## src/rtl/fifo_wr_ctrl_pkg.sv

```systemverilog
// Shared FIFO definitions: default address width and Gray/binary helpers.
// The read-side controller imports the same package, so both sides share one
// Gray code definition. The helpers work on 32 bits; callers zero-extend
// narrower pointers and truncate the result. Zero upper bits do not change
// the low bits of either conversion.
package fifo_wr_ctrl_pkg;

  localparam int FIFO_ADDR_WIDTH = 4;

  function automatic logic [31:0] bin2gray(input logic [31:0] b);
    return b ^ (b >> 1);
  endfunction

  function automatic logic [31:0] gray2bin(input logic [31:0] g);
    logic [31:0] b;
    b[31] = g[31];
    for (int i = 30; i >= 0; i--) begin
      b[i] = b[i+1] ^ g[i];
    end
    return b;
  endfunction

endpackage

```

## src/rtl/fifo_wr_ctrl_if.sv

```systemverilog
// Write-side FIFO controller bus. The master drives requests and the
// synchronized read pointer. The slave (the controller) returns the pointer,
// the address, the write enable and the flags.
import fifo_wr_ctrl_pkg::*;

interface fifo_wr_ctrl_if #(
  parameter int ADDR_WIDTH = FIFO_ADDR_WIDTH
);
  logic                  wr_en;
  logic                  ovf_clr;
  logic [ADDR_WIDTH:0]   rd_ptr_gray_sync;
  logic [ADDR_WIDTH:0]   wr_ptr_gray;
  logic [ADDR_WIDTH-1:0] wr_addr;
  logic                  mem_we;
  logic                  full;
  logic                  almost_full;
  logic [ADDR_WIDTH:0]   wr_level;
  logic                  overflow;

  modport master (
    output wr_en, ovf_clr, rd_ptr_gray_sync,
    input  wr_ptr_gray, wr_addr, mem_we, full, almost_full, wr_level, overflow
  );

  modport slave (
    input  wr_en, ovf_clr, rd_ptr_gray_sync,
    output wr_ptr_gray, wr_addr, mem_we, full, almost_full, wr_level, overflow
  );
endinterface

```

## src/rtl/fifo_wr_ctrl_gray_to_bin.sv

```systemverilog
// Combinational Gray-to-binary converter.
// Each binary bit is the XOR of all Gray bits at and above its position.
module gray_to_bin #(
  parameter int WIDTH = 5
) (
  input  logic [WIDTH-1:0] i_gray,
  output logic [WIDTH-1:0] o_bin
);
  for (genvar gi = 0; gi < WIDTH; gi++) begin : g_bit
    assign o_bin[gi] = ^i_gray[WIDTH-1:gi];
  end
endmodule

```

## src/rtl/fifo_wr_ctrl.sv

```systemverilog
// Write-side pointer and flag controller of the asynchronous FIFO, clocked by
// the write clock. The Gray write pointer comes straight from a flop, so the
// read-domain synchronizer never samples a combinational glitch.
module fifo_wr_ctrl
  import fifo_wr_ctrl_pkg::*;
#(
  parameter int ADDR_WIDTH         = FIFO_ADDR_WIDTH,
  parameter int ALMOST_FULL_THRESH = 12
) (
  input logic           clk,
  input logic           rst_n,
  fifo_wr_ctrl_if.slave bus
);
  localparam int PW = ADDR_WIDTH + 1;

  logic [PW-1:0] r_wr_bin;
  logic [PW-1:0] r_wr_gray;
  logic [PW-1:0] r_wr_level;
  logic          r_full;
  logic          r_almost_full;
  logic          r_overflow;

  logic          w_mem_we;
  logic [PW-1:0] w_bin_next;
  logic [PW-1:0] w_gray_next;
  logic [PW-1:0] w_rd_bin;
  logic [PW-1:0] w_level_next;
  logic [PW-1:0] w_full_gray;

  // A write that arrives while full is dropped, so the pointer holds.
  assign w_mem_we    = bus.wr_en & ~r_full;
  assign w_bin_next  = r_wr_bin + PW'(w_mem_we);
  assign w_gray_next = PW'(bin2gray(32'(w_bin_next)));

  gray_to_bin #(.WIDTH(PW)) u_rd_g2b (
    .i_gray (bus.rd_ptr_gray_sync),
    .o_bin  (w_rd_bin)
  );

  // Level is the modulo difference of the pointers. A write and a read
  // advance in the same cycle both show up here and cancel.
  assign w_level_next = w_bin_next - w_rd_bin;

  // The FIFO is full when the write pointer is one lap ahead. In Gray code a
  // lap ahead means the top two bits are inverted and the rest are equal.
  assign w_full_gray = {~bus.rd_ptr_gray_sync[PW-1:PW-2], bus.rd_ptr_gray_sync[PW-3:0]};

  // Pointer, level and full/almost-full flags, all from the next-state values.
  always_ff @(posedge clk or negedge rst_n) begin
    if (!rst_n) begin
      r_wr_bin      <= '0;
      r_wr_gray     <= '0;
      r_wr_level    <= '0;
      r_full        <= 1'b0;
      r_almost_full <= 1'b0;
    end else begin
      r_wr_bin      <= w_bin_next;
      r_wr_gray     <= w_gray_next;
      r_wr_level    <= w_level_next;
      r_full        <= (w_gray_next == w_full_gray);
      r_almost_full <= (w_level_next >= PW'(ALMOST_FULL_THRESH));
    end
  end

  // Sticky overflow. A rejected write wins over a clear in the same cycle.
  always_ff @(posedge clk or negedge rst_n) begin
    if (!rst_n) begin
      r_overflow <= 1'b0;
    end else if (bus.wr_en && r_full) begin
      r_overflow <= 1'b1;
    end else if (bus.ovf_clr) begin
      r_overflow <= 1'b0;
    end
  end

  assign bus.wr_ptr_gray = r_wr_gray;
  assign bus.wr_addr     = r_wr_bin[ADDR_WIDTH-1:0];
  assign bus.mem_we      = w_mem_we;
  assign bus.full        = r_full;
  assign bus.almost_full = r_almost_full;
  assign bus.wr_level    = r_wr_level;
  assign bus.overflow    = r_overflow;
endmodule

```

## src/flat_wrapper.sv

```systemverilog
// flat-port wrapper written by rule: the top's interface ports become plain ports
module fifo_wr_ctrl_flat import fifo_wr_ctrl_pkg::*;
#(
  parameter int ADDR_WIDTH         = FIFO_ADDR_WIDTH,
  parameter int ALMOST_FULL_THRESH = 12
)
  (clk, rst_n, bus_wr_en, bus_ovf_clr, bus_rd_ptr_gray_sync, bus_wr_ptr_gray, bus_wr_addr, bus_mem_we, bus_full, bus_almost_full, bus_wr_level, bus_overflow);
  fifo_wr_ctrl_if #(.ADDR_WIDTH(ADDR_WIDTH)) bus_i ();
  input logic clk;
  input logic rst_n;
  input wire logic [$bits(bus_i.wr_en)-1:0] bus_wr_en;
  input wire logic [$bits(bus_i.ovf_clr)-1:0] bus_ovf_clr;
  input wire logic [$bits(bus_i.rd_ptr_gray_sync)-1:0] bus_rd_ptr_gray_sync;
  output wire logic [$bits(bus_i.wr_ptr_gray)-1:0] bus_wr_ptr_gray;
  output wire logic [$bits(bus_i.wr_addr)-1:0] bus_wr_addr;
  output wire logic [$bits(bus_i.mem_we)-1:0] bus_mem_we;
  output wire logic [$bits(bus_i.full)-1:0] bus_full;
  output wire logic [$bits(bus_i.almost_full)-1:0] bus_almost_full;
  output wire logic [$bits(bus_i.wr_level)-1:0] bus_wr_level;
  output wire logic [$bits(bus_i.overflow)-1:0] bus_overflow;
  assign bus_i.wr_en = bus_wr_en;
  assign bus_i.ovf_clr = bus_ovf_clr;
  assign bus_i.rd_ptr_gray_sync = bus_rd_ptr_gray_sync;
  assign bus_wr_ptr_gray = bus_i.wr_ptr_gray;
  assign bus_wr_addr = bus_i.wr_addr;
  assign bus_mem_we = bus_i.mem_we;
  assign bus_full = bus_i.full;
  assign bus_almost_full = bus_i.almost_full;
  assign bus_wr_level = bus_i.wr_level;
  assign bus_overflow = bus_i.overflow;
  fifo_wr_ctrl #(.ADDR_WIDTH(ADDR_WIDTH), .ALMOST_FULL_THRESH(ALMOST_FULL_THRESH)) u_core (.clk(clk), .rst_n(rst_n), .bus(bus_i));
endmodule
```

## config.mk

```make
export PLATFORM = sky130hd
export DESIGN_NAME = fifo_wr_ctrl_flat
export DESIGN_NICKNAME = d
export VERILOG_FILES = /design/src/rtl/fifo_wr_ctrl_pkg.sv /design/src/rtl/fifo_wr_ctrl_if.sv /design/src/rtl/fifo_wr_ctrl_gray_to_bin.sv /design/src/rtl/fifo_wr_ctrl.sv /design/src/flat_wrapper.sv
export SDC_FILE = /design/constraint.sdc
export NUM_CORES = 1
export LEC_CHECK = 0
export ABC_AREA = 0
export BUFFER_PORTS_ARGS = -buffer_cell sky130_fd_sc_hd__buf_4
export CAP_MARGIN = 20
export CORE_MARGIN = 2
export CORE_UTILIZATION = 50
export CTS_CLUSTER_SIZE = 14
export DETAILED_ROUTE_END_ITERATION = 12
export PLACE_DENSITY = 0.76
export SYNTH_ARGS = -nofsm -noshare
export SYNTH_HDL_FRONTEND = slang
export SYNTH_HIERARCHICAL = 1
export SYNTH_SLANG_ARGS = --single-unit
```

## constraint.sdc

```tcl
create_clock -name clk -period 2.81 [get_ports clk]
set_clock_uncertainty 0.2 [all_clocks]
set_input_delay 0.562 -clock clk [delete_from_list [all_inputs] [get_ports clk]]
set_output_delay 0.562 -clock clk [all_outputs]
set_load 0.01 [all_outputs]
```

Word level (Yosys, flattened, before mapping)
Index checks and enable logic that the tools add are counted.
{"block": "op_classes", "addsub": 2, "n_lt_le_gt_ge": 1, "eq_ne": 1, "n_mux": 2, "bitwise_logic": 4, "reduce_logical": 6}
{"operator": "adder 5 x 1 -> 5 bit", "n": 1}
{"operator": "== test 5 bit", "n": 1}
{"operator": "greater-or-equal comparator 5 x 4 -> 1 bit, second input constant", "n": 1}
{"operator": "XOR reduction 5 bit", "n": 1}
{"operator": "subtractor 5 bit", "n": 1}
{"operator": "bitwise XOR 5 x 4 -> 5 bit", "n": 1}
{"operator": "XOR reduction 4 bit", "n": 1}
{"operator": "XOR reduction 3 bit", "n": 1}
{"operator": "2-to-1 mux 1 bit", "n": 2}
{"operator": "inverter 2 bit", "n": 1}
{"operator": "nonzero test 2 bit", "n": 1}
{"operator": "XOR reduction 2 bit", "n": 1}
{"operator": "bitwise AND 1 bit", "n": 1}
{"operator": "logical AND 1 bit", "n": 1}
{"operator": "inverter 1 bit", "n": 1}
{"block": "totals", "regBits": 18, "inputBits": 9, "out_inout_bits": 18, "elab_cells": 22}

Depth between registers and ports, before layout
Gate-level depths: netlist (run 1).
{"block": "logic_depth", "word_depth": 5, "ltp_mapped": 9, "ltp_nobuf": 9}

By module
Netlist (run 1), hierarchy kept.
{"mod": "fifo_wr_ctrl", "n_inst": 1, "cells_per_inst": 75, "area_each_um2": 892.1, "seq_area_each_um2": 425.4}
{"mod": "gray_to_bin", "n_inst": 1, "cells_per_inst": 6, "area_each_um2": 72.6, "seq_area_each_um2": 0.0}

Worst setup path after synthesis (run 1)
OpenSTA, ideal clock, no wires.
{"block": "synth_timing", "kind": "input-to-reg", "from": "in bus_wr_en", "to": "reg u_core.r_almost_full (netlist: u_core/bus.almost_full)", "setup_time_ps": 118, "t_arrival_ps": 2566, "required_time_ps": 2492, "path_slack_ps": -74, "stages": 9, "path_cell_list": "nor2b_1 ha_1 ha_1 inv_1 fa_1 maj3_1 o21bai_1 xnor2_1 a21o_1"}
{"block": "synth_between", "elab_chain_len": 4}
{"item": "start: declaration", "line": "flat_wrapper.sv:11", "rtl": "input wire logic [$bits(bus_i.wr_en)-1:0] bus_wr_en;"}
{"item": "bitwise AND 1 bit", "line": "fifo_wr_ctrl.sv:31", "rtl": "assign w_mem_we = bus.wr_en & ~r_full;"}
{"item": "adder 5 x 1 -> 5 bit", "line": "fifo_wr_ctrl.sv:32", "rtl": "assign w_bin_next = r_wr_bin + PW'(w_mem_we);"}
{"item": "net u_core.w_bin_next[1]", "line": "fifo_wr_ctrl.sv:24", "rtl": "logic [PW-1:0] w_bin_next;"}
{"item": "subtractor 5 bit", "line": "fifo_wr_ctrl.sv:42", "rtl": "assign w_level_next = w_bin_next - w_rd_bin;"}
{"item": "net u_core.w_level_next[4]", "line": "fifo_wr_ctrl.sv:27", "rtl": "logic [PW-1:0] w_level_next;"}
{"item": "greater-or-equal comparator 5 x 4 -> 1 bit", "line": "fifo_wr_ctrl.sv:61", "rtl": "r_almost_full <= (w_level_next >= PW'(ALMOST_FULL_THRESH));"}
{"item": "end signal: assignment", "line": "fifo_wr_ctrl.sv:61"}
{"item": "end: declaration", "line": "fifo_wr_ctrl.sv:20", "rtl": "logic r_almost_full;"}
The timed path passes the listed nets, and every way through them passes these cells.
A chain may end at the register's enable or synchronous reset.

Worst setup path after layout (run 1)
{"block": "layout_timing", "from": "in bus_rd_ptr_gray_sync[4]", "to": "reg u_core.r_almost_full (netlist: u_core/bus.almost_full)"}
{"block": "layout_between", "elab_chain_len": 3}
{"item": "start: declaration", "line": "flat_wrapper.sv:13", "rtl": "input wire logic [$bits(bus_i.rd_ptr_gray_sync)-1:0] bus_rd_ptr_gray_sync;"}
{"item": "XOR reduction 2 bit", "line": "fifo_wr_ctrl_gray_to_bin.sv:10", "rtl": "assign o_bin[gi] = ^i_gray[WIDTH-1:gi];"}
{"item": "net u_core.w_rd_bin[3]", "line": "fifo_wr_ctrl.sv:26", "rtl": "logic [PW-1:0] w_rd_bin;"}
{"item": "subtractor 5 bit", "line": "fifo_wr_ctrl.sv:42"}
{"item": "net u_core.w_level_next[4]", "line": "fifo_wr_ctrl.sv:27"}
{"item": "greater-or-equal comparator 5 x 4 -> 1 bit", "line": "fifo_wr_ctrl.sv:61"}
The timed path passes the listed nets, and every way through them passes these cells.

==> results of run 1 <==
[metrics by stage]
stage / hold slack, ns / instances
floorplan: 0.0664 / 81
global placement: 0.234 / 143
finish: 0.255 / 148
CTS: 0.248 / 148
global route: 0.244 / 148
detailed placement: 0.234 / 143
[final timing paths]
| path | cells after the start | slack (ns) | to | from |
|---|---|---|---|---|
| worst max-delay path | 9 | 0.18 | u_core/bus.almost_full$_DFF_PN0_ | bus_rd_ptr_gray_sync[4] |
| worst min-delay path | 2 | 0.25 | u_core/bus.overflow$_DFFE_PN0P_ | bus_ovf_clr |
| worst max register to register | 9 | 0.19 | u_core/bus.almost_full$_DFF_PN0_ | u_core/bus.full$_DFF_PN0_ |
| worst min register to register | 2 | 0.34 | u_core/bus.overflow$_DFFE_PN0P_ | u_core/bus.overflow$_DFFE_PN0P_ |
| max in group asynchronous | 2 | 1.78 | u_core/bus.wr_level[1]$_DFF_PN0_ | rst_n |
| min in group asynchronous | 2 | 0.45 | u_core/r_wr_bin[3]$_DFF_PN0_ | rst_n |
[per-layer routing]
layer	global-route usage (%)	up-vias	part of all wire, %
met5	0	-	0
met4	8.11	0	1.1
li1	-	348	-
met2	33.1	20	50
met1	21.5	344	43
met3	3.40	2	4.9
[Yosys cell counts (2+ instances only)]
cell type	instances
dfrtp_1	17
xnor2_1	15
nand2_1	4
xor2_1	5
maj3_1	2
a21oi_1	2
inv_1	10
nand3_1	3
ha_1	5
[power by group through the flow]
stage	Sequential (µW)	Combinational (µW)	Clock (µW)
floorplan	525	623	0
global placement	469	1060	0
detailed placement	471	1090	0
CTS	467	1100	133
global route	482	1190	144
finish	466	1080	129
[registers in the layout, indices dropped and copies added, names as in the netlist]
| name | cells |
|---|---|
| u_core/bus.almost_full | 1 |
| u_core/bus.wr_level | 5 |
| u_core/bus.full | 1 |
| u_core/bus.overflow | 1 |
| u_core/r_wr_bin | 5 |
| u_core/bus.wr_ptr_gray | 4 |
[what timing repair did]
item                      in CTS  in global routing
hold buffers                   1                  0
hold endpoints to repair      17                  0
resized for setup              0                  0
[kinds of logic (layout without fill, tap and decap cells)]
family / after synthesis / in the layout
XOR/XNOR: 23 / 23
adder cells (fa/ha/maj): 8 / 8
buffers and inverters: 11 / 53
flip-flops: 17 / 17
AO/OA/AOI/OAI: 9 / 9
AND/OR/NAND/NOR: 13 / 13
[cell type report]
cell class                 instances  share of cell area (%)
inverter                          10                    2.84
sequential                        17                    32.1
multi-input combinational         53                    38.3
clock inverter                     1                   0.378
clock buffer                       3                    1.70
tap                               25                    2.36
timing repair buffer              39                    22.3
==> results.md, run 1 <==
- Synth Register Bits: 17
- CP cell instances: buf_4 -> xor2_2 -> xnor3_1 -> ha_1 -> fa_1 -> maj3_1 -> o21bai_1 -> xnor2_1 -> a21o_1
- Mux contribution to synthesized area: 0%
- Peak supply drop: 855 µV
- Residual DRC: 0
- # H-tree levels: 1
- RePlAce Congestion: 0.833
- Period utilization: 93.5%
- Synth async-reset ratio: 100%
- Die Y: 47.9 µm
- Initial drt markers: 5
- Setup TNS: 0 ns
- Startpoint types: primary input
- Power Density: 1270 nW/µm²
- Clock sinks: 17
- Post-synthesis compound-gate area fraction: 7.52%
- Global route overflow: 0
- Starting Density: 54.7%
- CP max stage delay: 0.40 ns
- Worst-Margin Slew: 0.319 ns
- Clk pwr share: 7.7%
- Area after DPL: 1290 µm²
- Ant diodes: 0
- GRT Util Overall: 18.5%
- CTS tree: done
- Synthesis Warnings: 6
- Slowest-stage cell, CP: fa_1
- Delay-heaviest family, CP: adder cells
- Post-Synth Adder-Cell Area: 10.6%
- Most frequent cells in the layout: buf_4, dfrtp_1, xnor2_1
- Critical path class: in -> reg
- Main combinational cell family by area after synthesis: XOR/XNOR gates
- Final setup vio count: 0
- Mapped Avg Cell Area: 11.9 µm²
- Post-CTS Setup Inserts: 0
- Commonest non-fill, non-tap cell in the layout: buf_4
- Switch Pwr: 662 µW
- Worst slack, placed: -0.112 ns
- RSZ-0062 raised after global routing: false
- Max-cap violations: 0
- Synth Instances: 81
- Die area: 2300 µm²
- WL/cell: 12.5 µm
- Fin crit period: 2.63 ns
- Post-synth net total: 96
- Crit path capture type: flip-flop
- Filler instances: 135
- Unique masters post-synth: 27
- P&R area growth vs syn: 37.2%
- Vias: 714
- Critical Path RT: 2.80 ns
- Top post-synthesis cells by area: dfrtp_1, xnor2_1, ha_1
- Root Buffer: clkbuf_4
- Net switching fraction of the power: 39.5%
- Comb power frac: 64.6%
- Core Rows: 15
- Clk_lat worst skew: 0.29 ns
- Post-synthesis simple-gate area fraction: 9.21%
- Critical-path maximum fanout: 2
- Drt first pass iters: 3
- Vias in the first global route: 634
- Ports: 27
- Pint: 1010 µW
- Synthesized area: 965 µm²
- Post-synth top area share: 44.1%
- Max_slew headroom: 78.7%
- EDFF count, synth: 0
- Final Worst Setup Slack: 0.182 ns
- Final max-slew violation count: 0
- Share of layout cells above drive strength 1: 41.5%
- HPWL Detailed: 1560 µm
- Avg Vias per Cell: 4.82
- Status: completed
- Synth Flop Type: dfrtp_1
- F_max: 381 MHz
- Multi-input gate area: 507 µm²
- Routed Antenna Nets: 0
- Initial antenna violation count: 0
- Min-Delay Path Class: in -> reg
- Total routed wirelength: 1850 µm
- Core area: 1760 µm²
- Cts bufs inserted: 3
- I/O Buffers: 26
- Die W: 47.9 µm
- Buf/Inv on CP: 1
- Finished Core Util: 75.0%
- Seq/Total Area, Yosys: 44.1%
- Hold Vio Cnt, Final: 0
- Maximum buffer depth of the clock tree: 2
- Largest net degree at the start of global routing: 18
- Leak: 0.000643 µW
- Worst-path clk slew: 0.10 ns
- Synth area leader: dfrtp_1
- Worst path arrival time: 2.62 ns
- Total chip power: 1680 µW
- Register area: 425 µm²
- Fin nets: 139
- Post-route cell area: 1320 µm²
- Reg power frac: 27.8%
- First-pass GRT wire length: 2770 µm
- Post-synthesis xor/xnor area fraction: 23.9%
Note: power is estimated with default switching activity, not from simulation.
==> run 2, diff against run 1 <==
Clock period 2.81 ns to 2.65 ns, I/O delays scaled along.
==> run 2 against run 1 <==
  * Clock power up 9%
  * First-iteration DRC count unchanged
  * Worst hold slack worse by 0.026 ns
  * Die area unchanged
  * Sequential power up 7.7%
  * Power up 10%
  * Clock-buffer cell count up 1
  * Final cell count up 2.0%
  * Critical endpoint unchanged
==> results.md, run 2 (same netlist as run 1, synthesis figures left out) <==
- PostCTS Resize Cnt: 0 (unchanged)
- Fin crit period: 2.52 ns
- Global route overflow: 0 (unchanged)
- HPWL Detailed: 1550 µm (-0.47%)
- Peak supply drop: 930 µV (+8.8%)
- Clk_lat worst skew: 0.29 ns (about the same)
- Final max-slew violation count: 0 (unchanged)
- Final setup vio count: 0 (unchanged)
- Worst slack, placed: -0.198 ns (-0.0858 ns)
- Cts bufs inserted: 3 (unchanged)
- Crit path capture type: flip-flop
- Worst-Margin Slew: 0.301 ns (-0.0178 ns)
- Worst Hold Slack: 0.229 ns (-0.0258 ns)
- Status: completed
- Ant diodes: 0 (unchanged)
- R2r setup slk: 0.18 ns (about the same)
- GRT Util Overall: 18.8% (+0.22 points)
- Hold Startpoint: bus_ovf_clr
- Critical Path RT: 2.64 ns (-0.16 ns)
- Vias: 712 (-0.28%)
- Share of layout cells above drive strength 1: 45.2% (+3.8 points)
- Initial drt markers: 5 (unchanged)
- WL/cell: 12.5 µm (about the same)
- Max-cap violations: 0 (unchanged)
- FF-to-FF Start: u_core/bus.full$_DFF_PN0_
- Core area: 1760 µm² (unchanged)
- Post-route insts no fill: 151 (+2.0%)
- Hold Vio Cnt, Final: 0 (unchanged)
- Worst r2r dst: u_core/bus.almost_full$_DFF_PN0_
- I/O Buffers: 26 (unchanged)
- # H-tree levels: 1 (unchanged)
- Power Density: 1340 nW/µm² (+5.9%)
- Commonest non-fill, non-tap cell in the layout: buf_4
- P&R area growth vs syn: 43.2%
- Initial antenna violation count: 0 (unchanged)
- Maximum buffer depth of the clock tree: 2 (unchanged)
- Period utilization: 95.2%
- CTS tree: done
- Critical-path maximum fanout: 2 (unchanged)
- Startpoint types: primary input
- Root Buffer: clkbuf_4
- Routed Antenna Nets: 0 (unchanged)
- Worst path arrival time: 2.51 ns (-0.11 ns)
- Leak: 0.000663 µW (+3.0%)
- Clock sinks: 17 (unchanged)
- Starting Density: 54.7% (unchanged)
- Die area: 2300 µm² (unchanged)
- Max_slew headroom: 79.8% (+1.1 points)
- Core Rows: 15 (unchanged)
- Residual DRC: 0 (unchanged)
- RePlAce Congestion: 0.769 (-7.7%)
- Endpoint with the worst hold slack: u_core/bus.overflow$_DFFE_PN0P_
- Min-Delay Path Class: in -> reg
- F_max: 397 MHz
- Fin nets: 142 (+2.2%)
- Critical path class: in -> reg
- Largest net degree at the start of global routing: 18 (unchanged)
- Hold path depth: 2 (unchanged)
- Most frequent cells in the layout: buf_4, dfrtp_1, xnor2_1
- Die Y: 47.9 µm (unchanged)
- Avg Vias per Cell: 4.72 (-2.3%)
- Worst-path clk slew: 0.10 ns (about the same)
- Final Worst Setup Slack: 0.128 ns (-0.0539 ns)
- FF-to-FF path depth: 9 (unchanged)
- Vias in the first global route: 641 (+1.1%)
- Ports: 27 (unchanged)
- Drt first pass iters: 4 (+1)
- Die W: 47.9 µm (unchanged)
- RSZ-0062 raised after global routing: false
- Dpl cells: 146 (+2.1%)
- First-pass GRT wire length: 2880 µm (+4.0%)
- Total routed wirelength: 1890 µm (+2.0%)
[run 2: how the worst max path moves through the flow]
stage | from | to | slack [ns] | depth (start not counted)
final | bus_rd_ptr_gray_sync[2] | u_core/bus.almost_full$_DFF_PN0_ | 0.13 | 9
after global routing | bus_rd_ptr_gray_sync[2] | u_core/bus.almost_full$_DFF_PN0_ | 0.03 | 9
after CTS | bus_rd_ptr_gray_sync[2] | u_core/bus.almost_full$_DFF_PN0_ | 0.12 | 9
after detailed placement | bus_rd_ptr_gray_sync[2] | u_core/bus.almost_full$_DFF_PN0_ | -0.20 | 9
after global placement | bus_rd_ptr_gray_sync[2] | u_core/bus.almost_full$_DFF_PN0_ | -0.14 | 9
after floorplan | bus_wr_en | u_core/bus.almost_full$_DFF_PN0_ | 0.004 | 9
[run 2: area by class of cell]
class	count	area (µm²)
repair buffers	42	318
inverters	10	37.5
flip-flops and latches	17	425
well taps	25	31.3
fillers	134	383
multi-input cells	53	543
clock buffers	4	26.3
[run 2: layer usage]
metal / track usage (%) / share of wire (%) / vias to the layer above
met2: 30.7 / 50 / 22
met5: 0 / 0 / -
met1: 24.9 / 44 / 332
met3: 2.26 / 4.6 / 4
met4: 8.11 / 1.4 / 0
li1: - / - / 354
[run 2: through the flow]
stage          util [%]  TNS [ns]  area [µm²]  power (µW)
2_1_floorplan         -         0        1010        1240
3_3_place_gp       76.2    -0.255        1350        1690
3_5_place_dp       76.2    -0.431        1350        1730
4_1_cts            78.3         0        1380        1870
5_1_grt            78.3         0        1380        2000
6_report           78.3         0        1380        1850
[run 2: power breakdown]
group          switching [µW]  internal (µW)  total [µW]
logic                     543            667        1210
registers                 100            402         502
clock network            81.4           58.6         140
[run 2: repair_timing]
item                                   4_1_cts  5_1_grt
buffers inserted                             0        0
endpoints found under the hold margin       17        0
hold buffers                                 1        0
[run 2: critical path, stage by stage]
cell and delay [ns]:
buf_4 0.12, xnor2_2 0.19, xnor3_1 0.33, ha_1 0.22, fa_2 0.35, maj3_1 0.33, o21bai_1 0.18, xnor2_1 0.11
a21o_1 0.15
==> run 3, diff against run 2 <==
Settings changed: GPL_TIMING_DRIVEN set to 0.
Clock period 2.65 ns to 2.7 ns, I/O delays scaled along.
==> run 3 against run 2 <==
  * Non-clock buffer count shrank 11
  * Via count shrank 4.1%
  * Flip-flop and latch count is the same
  * Register-to-register slack is essentially flat
  * Critical path type unchanged
  * Critical endpoint unchanged
  * Largest cell class unchanged
  * Largest power group unchanged
==> results.md, run 3 (same netlist as run 1, synthesis figures left out) <==
- Status: completed
- Clock sinks: 17 (unchanged)
- Leak: 0.000610 µW (-8.0%)
- Worst-Margin Slew: 0.442 ns (+0.141 ns)
- Min-Delay Path Class: in -> reg
- Post-route insts no fill: 140 (-7.3%)
- F_max: 391 MHz
- Period utilization: 94.8%
- Worst-path clk slew: 0.10 ns (about the same)
- Peak supply drop: 876 µV (-5.8%)
- GRT Util Overall: 18.6% (-0.13 points)
- Routed Antenna Nets: 0 (unchanged)
- CTS tree: done
- Die Y: 47.9 µm (unchanged)
- Maximum buffer depth of the clock tree: 2 (unchanged)
- Global route overflow: 0 (unchanged)
- Share of layout cells above drive strength 1: 41.7% (-3.5 points)
- Die area: 2300 µm² (unchanged)
- Worst slack, placed: -0.344 ns (-0.146 ns)
- RePlAce Congestion: 0.811 (+5.5%)
- Critical Path RT: 2.69 ns (+0.05 ns)
- Initial antenna violation count: 0 (unchanged)
- Crit path capture type: flip-flop
- RSZ-0062 raised after global routing: false
- WL/cell: 12.9 µm (+3.1%)
- Initial drt markers: 6 (+1)
- Max-cap violations: 0 (unchanged)
- Startpoint types: primary input
- Finished Core Util: 73.8% (-4.5 points)
- Root Buffer: clkbuf_4
- Cts bufs inserted: 3 (unchanged)
- Starting Density: 54.7% (unchanged)
- Power Density: 1340 nW/µm² (-0.19%)
- Dpl cells: 132 (-9.6%)
- Ant diodes: 0 (unchanged)
- Core area: 1760 µm² (unchanged)
- Core Rows: 15 (unchanged)
- HPWL Detailed: 1380 µm (-11%)
- Die W: 47.9 µm (unchanged)
- Final max-slew violation count: 0 (unchanged)
- Fin crit period: 2.56 ns
- Hold Vio Cnt, Final: 0 (unchanged)
- Vias in the first global route: 623 (-2.8%)
- Setup TNS: 0 ns (unchanged)
- Total routed wirelength: 1800 µm (-4.5%)
- First-pass GRT wire length: 2820 µm (-2.1%)
- Final setup vio count: 0 (unchanged)
- Residual DRC: 0 (unchanged)
- Clk_lat worst skew: 0.28 ns (about the same)
- Drt first pass iters: 4 (unchanged)
- Largest net degree at the start of global routing: 18 (unchanged)
- Fin nets: 131 (-7.7%)
- P&R area growth vs syn: 35.0%
- Commonest non-fill, non-tap cell in the layout: buf_4
- Ports: 27 (unchanged)
- I/O Buffers: 26 (unchanged)
- Total chip power: 1740 µW (-5.9%)
- Critical path class: in -> reg
- Max_slew headroom: 70.4% (-9.4 points)
- Most frequent cells in the layout: buf_4, dfrtp_1, xnor2_1
- # H-tree levels: 1 (unchanged)
- Vias: 683 (-4.1%)
- Avg Vias per Cell: 4.88 (+3.5%)
- Final Worst Setup Slack: 0.139 ns (+0.0109 ns)
- Worst path arrival time: 2.55 ns (+0.04 ns)
- Critical-path maximum fanout: 3 (+1)
==> run 3: changes by cell type in the layout (fill, tap and decap cells not counted), sizes merged <==
| cell | previous run | this run |
|---|---|---|
| buf | 41 | 30 |
| clkbuf | 4 | 3 |
| clkinv | 0 | 1 |
==> run 3: layout make-up <==
type / count / area [µm²]
flip-flops and latches: 17 / 425
fillers: 147 / 462
repair buffers: 30 / 228
well taps: 25 / 31.3
plain buffers: 1 / 7.51
multi-input cells: 53 / 546
clock inverters: 1 / 5.00
clock buffers: 3 / 22.5
inverters: 10 / 37.5
==> run 3: path summary, 6_finish.rpt <==
check / startpoint / endpoint / slack [ns] / cells past startpoint
min in group asynchronous: rst_n / u_core/bus.wr_ptr_gray[0]$_DFF_PN0_ / 0.44 / 2
max reg2reg: u_core/bus.full$_DFF_PN0_ / u_core/bus.full$_DFF_PN0_ / 0.17 / 8
min reg2reg: u_core/bus.overflow$_DFFE_PN0P_ / u_core/bus.overflow$_DFFE_PN0P_ / 0.34 / 2
max: bus_rd_ptr_gray_sync[3] / u_core/bus.almost_full$_DFF_PN0_ / 0.14 / 9
max in group asynchronous: rst_n / u_core/bus.wr_ptr_gray[3]$_DFF_PN0_ / 1.68 / 2
min: bus_ovf_clr / u_core/bus.overflow$_DFFE_PN0P_ / 0.24 / 2
==> run 3: power by group <==
group | switching [µW] | internal (µW) | total [µW]
clock network | 81.6 | 55.0 | 137
logic | 520 | 594 | 1110
registers | 98.2 | 395 | 493
==> run 3: critical path, cell delays in order <==
cell and delay (ns):
buf_4 0.14, xor2_4 0.18, xnor3_1 0.34, ha_2 0.19, fa_2 0.35, maj3_1 0.34, o21bai_1 0.18, xnor2_1 0.12
a21o_1 0.16
==> run 3: metrics by stage <==
stage	instance area, µm²	hold WS, ns
final	1300	0.243
after global routing	1300	0.251
after CTS	1270	0.240
after detailed placement	1230	0.212
after global placement	1230	0.211
after floorplan	1000	0.0444
==> run 3: per-layer routing <==
layer | GRT usage (%) | wire [µm] | up-vias
met4 | 9.73 | 27 | 0
li1 | - | - | 334
met5 | 0 | 0 | -
met1 | 24.8 | 792 | 327
met2 | 29.6 | 911 | 20
met3 | 2.26 | 69 | 2
==> run 3: repair_timing <==
action / 4_1_cts / 5_1_grt
pin swaps: 2 / 3
setup endpoints to repair: 1 / 2
gates resized for setup: 0 / 3
endpoints found under the hold margin: 17 / 0
setup buffers: 1 / 2
hold buffers: 1 / 0
